### src/rtl/crcu_clk_div_ctrl.sv
// Programmable half-period clock divider with a glitch-free ratio-change sequencer.
// Ratio updates park clk_out low, settle, load the new half-period, then acknowledge.
module crcu_clk_div_ctrl #(
    parameter int unsigned DIV_W        = 8,
    parameter int unsigned DEFAULT_HALF = 4,
    parameter int unsigned SETTLE_CYC   = 4
) (
    input  logic             clk_in,
    input  logic             rst_in,
    input  logic             enable_in,
    input  logic             cfg_req_in,
    input  logic [DIV_W-1:0] cfg_half_in,
    output logic             cfg_ack_out,
    output logic             cfg_err_out,
    output logic             clk_out,
    output logic             clk_gated_out,
    output logic             busy_out,
    output logic [DIV_W-1:0] cur_half_out
);

    localparam int unsigned       SetW    = (SETTLE_CYC > 1) ? $clog2(SETTLE_CYC) : 1;
    localparam logic [SetW-1:0]   SetLast = SetW'(SETTLE_CYC - 1);
    localparam logic [SetW-1:0]   SetOne  = SetW'(1);
    localparam logic [DIV_W-1:0]  DivOne  = DIV_W'(1);
    localparam logic [DIV_W-1:0]  DefHalf = DIV_W'(DEFAULT_HALF);

    typedef enum logic [1:0] {StOff, StRun, StDrain, StSettle} state_e;

    state_e            state_q, state_d;
    logic [DIV_W-1:0]  cnt_q, cnt_d;
    logic              clk_q, clk_d;
    logic [DIV_W-1:0]  half_q, half_d;
    logic [DIV_W-1:0]  pend_q, pend_d;
    logic              pend_vld_q, pend_vld_d;
    logic              stop_q, stop_d;
    logic [SetW-1:0]   set_q, set_d;
    logic              ack_q, ack_d;
    logic              err_q, err_d;
    logic              busy_q, busy_d;
    logic              gated_q, gated_d;

    logic              sample_ok, req_ok, req_bad, div_wrap;
    logic [DIV_W-1:0]  cnt_adv;

    // A held request is ignored while a sequence or a response pulse is in flight.
    assign sample_ok = !busy_q && !ack_q && !err_q;
    assign req_ok    = sample_ok && cfg_req_in && (cfg_half_in != '0);
    assign req_bad   = sample_ok && cfg_req_in && (cfg_half_in == '0);
    assign div_wrap  = (cnt_q == half_q - DivOne);
    assign cnt_adv   = div_wrap ? '0 : cnt_q + DivOne;

    always_comb begin
        state_d    = state_q;
        cnt_d      = cnt_q;
        clk_d      = clk_q;
        half_d     = half_q;
        pend_d     = pend_q;
        pend_vld_d = pend_vld_q;
        stop_d     = stop_q;
        set_d      = set_q;
        ack_d      = 1'b0;
        err_d      = req_bad;

        unique case (state_q)
            StOff: begin
                cnt_d = '0;
                clk_d = 1'b0;
                if (req_ok) begin
                    half_d = cfg_half_in;
                    ack_d  = 1'b1;
                end
                if (enable_in) begin
                    state_d = StRun;
                end
            end
            StRun: begin
                cnt_d = cnt_adv;
                if (div_wrap) begin
                    clk_d = ~clk_q;
                end
                if (req_ok) begin
                    pend_d     = cfg_half_in;
                    pend_vld_d = 1'b1;
                    state_d    = StDrain;
                end
                if (!enable_in) begin
                    stop_d  = 1'b1;
                    state_d = StDrain;
                end
            end
            StDrain: begin
                // Leave only once clk_out is low so the high phase is never cut short.
                if (!clk_q || div_wrap) begin
                    cnt_d   = '0;
                    clk_d   = 1'b0;
                    set_d   = '0;
                    state_d = pend_vld_q ? StSettle : StOff;
                    if (!pend_vld_q) begin
                        stop_d = 1'b0;
                    end
                end else begin
                    cnt_d = cnt_adv;
                end
            end
            StSettle: begin
                cnt_d = '0;
                clk_d = 1'b0;
                set_d = set_q + SetOne;
                if (set_q == SetLast) begin
                    half_d     = pend_q;
                    ack_d      = 1'b1;
                    pend_vld_d = 1'b0;
                    stop_d     = 1'b0;
                    set_d      = '0;
                    state_d    = (stop_q || !enable_in) ? StOff : StRun;
                end
            end
            default: state_d = StOff;
        endcase

        busy_d  = (state_d == StDrain) || (state_d == StSettle);
        gated_d = (state_d == StOff) || (state_d == StSettle);
    end

    always_ff @(posedge clk_in) begin
        if (rst_in) begin
            state_q    <= StOff;
            cnt_q      <= '0;
            clk_q      <= 1'b0;
            half_q     <= DefHalf;
            pend_q     <= '0;
            pend_vld_q <= 1'b0;
            stop_q     <= 1'b0;
            set_q      <= '0;
            ack_q      <= 1'b0;
            err_q      <= 1'b0;
            busy_q     <= 1'b0;
            gated_q    <= 1'b1;
        end else begin
            state_q    <= state_d;
            cnt_q      <= cnt_d;
            clk_q      <= clk_d;
            half_q     <= half_d;
            pend_q     <= pend_d;
            pend_vld_q <= pend_vld_d;
            stop_q     <= stop_d;
            set_q      <= set_d;
            ack_q      <= ack_d;
            err_q      <= err_d;
            busy_q     <= busy_d;
            gated_q    <= gated_d;
        end
    end

    assign cfg_ack_out   = ack_q;
    assign cfg_err_out   = err_q;
    assign clk_out       = clk_q;
    assign clk_gated_out = gated_q;
    assign busy_out      = busy_q;
    assign cur_half_out  = half_q;

endmodule

### config.mk
export PLATFORM = sky130hd
export DESIGN_NAME = crcu_clk_div_ctrl
export DESIGN_NICKNAME = d
export VERILOG_FILES = /design/src/rtl/crcu_clk_div_ctrl.sv
export SDC_FILE = /design/constraint.sdc
export NUM_CORES = 1
export LEC_CHECK = 0
export CORE_MARGIN = 2
export CORE_UTILIZATION = 59
export DETAILED_ROUTE_END_ITERATION = 10
export GPL_ROUTABILITY_DRIVEN = 0
export PLACE_DENSITY = 0.81
export SETUP_SLACK_MARGIN = 0.4
export SYNTH_ARGS = -nofsm -noshare
export SYNTH_HDL_FRONTEND = slang
export SYNTH_SLANG_ARGS = --single-unit
export TNS_END_PERCENT = 50
### constraint.sdc
create_clock -name clk_in -period 5.5 [get_ports clk_in]
set_clock_uncertainty 0.15 [all_clocks]
set_input_delay 0.825 -clock clk_in [delete_from_list [all_inputs] [get_ports clk_in]]
set_output_delay 0.825 -clock clk_in [all_outputs]
set_load 0.1 [all_outputs]
After elaboration in Yosys (flattened, before gate mapping)
Index checks and enable logic that the tools add are counted.
Widths: inputs -> output; s select.
{ "word_totals": {"output_inout_bits": 13, "reg_bits": 35} }
{ "classes": {"eq_ne": 14, "n_bitwise": 1, "mux": 30, "n_reduce_logical": 29, "addsub": 3} }
{ "op_table": {"columns": ["operator", "n"], "rows": [
  ["$mux 8", 4],
  ["$pmux 8 s3", 1],
  ["$mux 2", 8],
  ["$pmux 8 s2", 1],
  ["$ne 2x2->1 const B", 7],
  ["$eq 2x2->1 const B", 5],
  ["$mux 1", 10],
  ["$add 8x1->8 const B", 1],
  ["$eq 8x8->1", 1],
  ["$logic_not 8->1", 1],
  ["$pmux 2 s4", 1],
  ["$reduce_bool 8->1", 1],
  ["$sub 8x1->8 const B", 1],
  ["$pmux 1 s3", 2],
  ["$reduce_and 2->1", 3],
  ["$reduce_and 3->1", 2],
  ["$reduce_bool 2->1", 3],
  ["$logic_and 1x1->1", 5],
  ["$logic_not 1->1", 5],
  ["$reduce_and 5->1", 1],
  ["$logic_not 2->1", 2],
  ["$logic_or 1x1->1", 4],
  ["$pmux 1 s2", 2],
  ["$pmux 2 s2", 1],
  ["5 further kinds", 5]
]} }

Depth between registers and ports, before layout
{ "logic_depth": {"ltp_word": 10, "mapped_depth": 10} }

Least setup slack after synthesis
Ideal clock, no wire load.
{ "synth_path": {"kind": "register -> register", "from": "register half_q[0] (netlist: cur_half_out[0])", "to": "register gated_q (netlist: clk_gated_out)", "path_stages_with_launch": 11, "t_arrival_ns": 2.974, "path_buffers": 0, "slack_ns": 2.259, "cell_sequence": "dfxtp_1 inv_1 ha_1 nor3b_2 or3_1 a31o_1 a211oi_4 nand2_2 mux2i_4 xor2_1 nand2b_1"} }
{ "synth_via": {"elab_chain_len": 7, "elab_cells_between_ends": 8, "cone_classes": "add/sub: 1; eq/ne: 2; mux: 2; reduce/logical: 3"} }
{ "synth_lines": {"columns": ["element", "line", "rtl"], "rows": [
  ["start, declared", "32", "logic [DIV_W-1:0] half_q, half_d;"],
  ["start signal, assigned", "130", "half_q <= DefHalf;"],
  ["start signal, assigned", "143", "half_q <= half_d;"],
  ["$sub 8x1->8 (*)", "49", "assign div_wrap = (cnt_q == half_q - DivOne);"],
  ["$eq 8x8->1 (*)", "49", null],
  ["$logic_or 1x1->1 (*)", "93", "if (!clk_q || div_wrap) begin"],
  ["$mux 2 (*)", "93", null],
  ["$pmux 2 s4 (*)", "64", "unique case (state_q)"],
  ["$eq 2x2->1 / $logic_not 2->1 (equally long branches)", "122", "gated_d = (state_d == StOff) || (state_d == StSettle);"],
  ["$logic_or 1x1->1 (*)", "122", null],
  ["end signal, assigned", "151", "gated_q <= gated_d;"],
  ["end, declared", "40", "logic gated_q, gated_d;"]
]} }
Mark *: on every way between the ends. The rest lies on a longest branch, timed or not.
A chain may end at the register's enable or synchronous reset.

Worst setup path in the final report
{ "layout_path": {"from": "input port cfg_req_in", "to": "register gated_q (netlist: clk_gated_out)"} }
{ "layout_via": {"elab_chain_len": 7, "elab_cells_between_ends": 8, "cone_classes": "eq/ne: 1; mux: 3; reduce/logical: 4"} }
{ "layout_lines": {"columns": ["element", "line", "rtl"], "rows": [
  ["start, declared", "11", "input logic cfg_req_in,"],
  ["$logic_and 1x1->1 (*) (2 in a row)", "47", "assign req_ok = sample_ok && cfg_req_in && (cfg_half_in != '0);"],
  ["$mux 2 (*)", "81", "if (req_ok) begin"],
  ["$mux 2 (*)", "86", "if (!enable_in) begin"],
  ["$pmux 2 s4 (*)", "64", null],
  ["$eq 2x2->1 / $logic_not 2->1 (equally long branches)", "122", null],
  ["$logic_or 1x1->1 (*)", "122", null]
]} }
Marked as above.

==> metrics.txt <==
worst min-delay path class=flop to flop; vias per inst=approximately 5.7; first-pass GRT wire length=between 6000 and 7000 microns; placed insts=approximately 280; hold-critical path depth=2; Port-buffer cells=24; Post-Syn Instances=225; ratio of cells with drive above 1 in the final layout=around 7.3%; pin count of the biggest net entering global routing=28; Int Pwr=about 0.62 mW; Synth area leaders=dfxtp_1 (36%), xor2_1 (5.6%), ha_1 (5.3%), a21oi_1 (5.0%), nor2_1 (5.0%); CP arrival=approximately 3200 ps; register area=about 700 sq um; Post-Synth Adder-Cell Area=about 5.3%; number of inserted diodes=0; die area=~3700 sq um; sequential group share of total power=between 20 and 30%; # rows=20; total core area=roughly 3100 sq um; cell taking the most area after synthesis=dfxtp_1; pwr dens=around 580 nW/um^2; Slew Viols, Final=0; Worst-path clk slew=about 110 ps; hold_ws=~310 ps; ys flop type=dfxtp_1; CTS max path bufs=2; Clock Root Buffer=clkbuf_4; TritonCTS buffer count=5; Final Core Density=between 70% and 80%; GRT Overall Usage=around a quarter; ys async rst share=0%; final hold vios=0; CTS Hold Bufs=0; power share of the combinational group=57.2%; Post-synth top cells=dfxtp_1 (34), nor2_1 (25), nand2_1 (22), a21oi_1 (19), nand3_1 (17); Mapped Avg Cell Area=8.403 sq um; vias in the first global route=approximately 1.4k; Die Wd=~61 microns; EDFF count, synth=0; Peak Freq=between 0.3 and 0.4 GHz; slew margin rel.=roughly a third; Filler Cell Count=about 260; Worst Path Class, Setup=primary input to flop; sequential share of the synthesized area=a little over a third; antenna violations before repair=0; vias post-DR=roughly 1.6k; P_leak=slightly above 0.8 nW; # DRC=0; post-CTS setup buffer count=0; Crit. End Element=flop; Final Power=1.293 mW; setup TNS=0 ps; CTS sink count=34; footprint of the multi-input gates=around 1100 sq um; Crit Path Max Fanout=11; cts repair resizes=0; Min Clock Period, post-route=3138 ps; final std cells w/o fill=290; I/O Pins=25; Die H=60.61 microns; Data required, critical path=about 5600 ps; Clk Latency, worst-skew pair=between 300 and 400 ps; Initial Util=approximately 62%; wire per inst=13.57 microns; htree depth=2; Post-DRT Antenna Nets=0; simple logic cell fraction of the synthesized area=between 20% and 30%; Synth Register Bits=34; Final Net Count=approximately 270; clock share of power=around 14%; RSZ-0062 raised after global routing=false; 1st-pass router iterations=4; post-synthesis compound-gate area fraction=roughly a fifth; CTS tree=built; final WL=slightly below 4000 microns; dpl hpwl=2850 microns; status=completed; cell with the most instances after synthesis=dfxtp_1; fin crit share=between 50 and 60%; Worst VDD drop=about 300 uV; yosys warns=0; 1st-iter DRT viols=99; Setup-failing EPs final=0; Post-Synth XOR/XNOR Area=under 10%; Worst setup SP type=primary input; worst reg-to-reg path cell count=10; layout overhead on the synthesized area=17.27%; Worst-Margin Slew=~1000 ps; top cell type's share of synthesized area=36.00%; Post-Syn Nets=about 250; Switching Share=about half; largest family of logic cells by synthesized area=simple AND/OR/NAND/NOR gates; fraction of synthesized area in multiplexers=under 10%; Cell variety after synth=46; max_cap viols=0; P_sw=roughly 0.67 mW; Synth Cell Area=~1900 sq um; total congestion overflow=0
## cell families after synthesis
logic type,after synthesis
AND/OR/NAND/NOR,90
AO/OA/AOI/OAI,53
flip-flops,34
buffers and inverters,16
XOR/XNOR,15
multiplexers,9
adder cells (fa/ha/maj),8
## worst paths after layout
kind / slack (ps) / end / startpoint
worst max-delay path: 2360 / clk_gated_out$_SDFF_PP1_ / cfg_req_in
worst min-delay path: 310 / pend_q[1]$_SDFFE_PP0P_ / pend_q[1]$_SDFFE_PP0P_
worst max register to register: 2760 / clk_gated_out$_SDFF_PP1_ / cur_half_out[0]$_SDFFE_PP0P_
worst min register to register: 310 / pend_q[1]$_SDFFE_PP0P_ / pend_q[1]$_SDFFE_PP0P_
## critical path: stages
cell	delay, ps
clkdlybuf4s50_1	460
or4b_1	490
a21oi_1	670
o311ai_0	280
o221ai_2	250
xor2_1	160
nand2b_1	70
## power groups by stage
stage | Clock [mW] | Sequential [mW] | Combinational, mW
6_report | 0.179 | 0.374 | 0.740
5_1_grt | 0.193 | 0.383 | 0.803
4_1_cts | 0.182 | 0.373 | 0.741
3_5_place_dp | 0 | 0.380 | 0.739
3_3_place_gp | 0 | 0.377 | 0.729
2_1_floorplan | 0 | 0.610 | 0.362
## sequential cells by signal, summed over array words and instances (netlist names), 2 cells and up
| register | count |
|---|---|
| cnt_q | 8 |
| set_q | 2 |
| state_q | 2 |
| pend_q | 8 |
| cur_half_out | 8 |
## routing by layer
metal / share of wire (%) / vias to the layer above / global-route usage, % / wire, microns
met5: 0 / - / 0 / 0
met4: 1.0 / 0 / 8.075 / 41
met3: 4.1 / 5 / 6.397 / 162
met2: 47 / 42 / 38.10 / 1847
met1: 48 / 761 / 30.61 / 1882
li1: - / 839 / - / -
## cell type report
class,count,share of cell area (%)
Multi-Input combinational cell,175,51.64
Sequential cell,34,30.70
Timing Repair Buffer,24,10.84
Tap cell,44,2.483
Clock inverter,3,1.806
Clock buffer,5,1.693
Inverter,5,0.8465
## cell usage in the layout (no fill, tap or decap), types with 2 or more instances in the layout
master           count
o21ai_0              9
and3_1               2
a21oi_1             19
ha_1                 8
nor4_1               2
nor2_1              25
clkinv_2             2
dfxtp_1             34
nand3_1             17
inv_1                5
nand2_1             22
or3_1                3
xnor2_1              3
clkbuf_4             5
clkdlybuf4s50_1     24
mux2i_1              8
o31ai_1              3
a21o_1               2
a211oi_1             7
nor3_1               2
a211oi_4             2
nand3b_1             4
nand4_1              2
xor2_1              12
nand2b_1             3
## metrics by stage
stage               cell area [sq um]  worst slack [ps]
global route                     2217              2137
finish                           2217              2362
CTS                              2217              2393
global placement                 2140              2134
floorplan                        1891              2259
detailed placement               2140              2054
(Power assumes the default switching activity.)
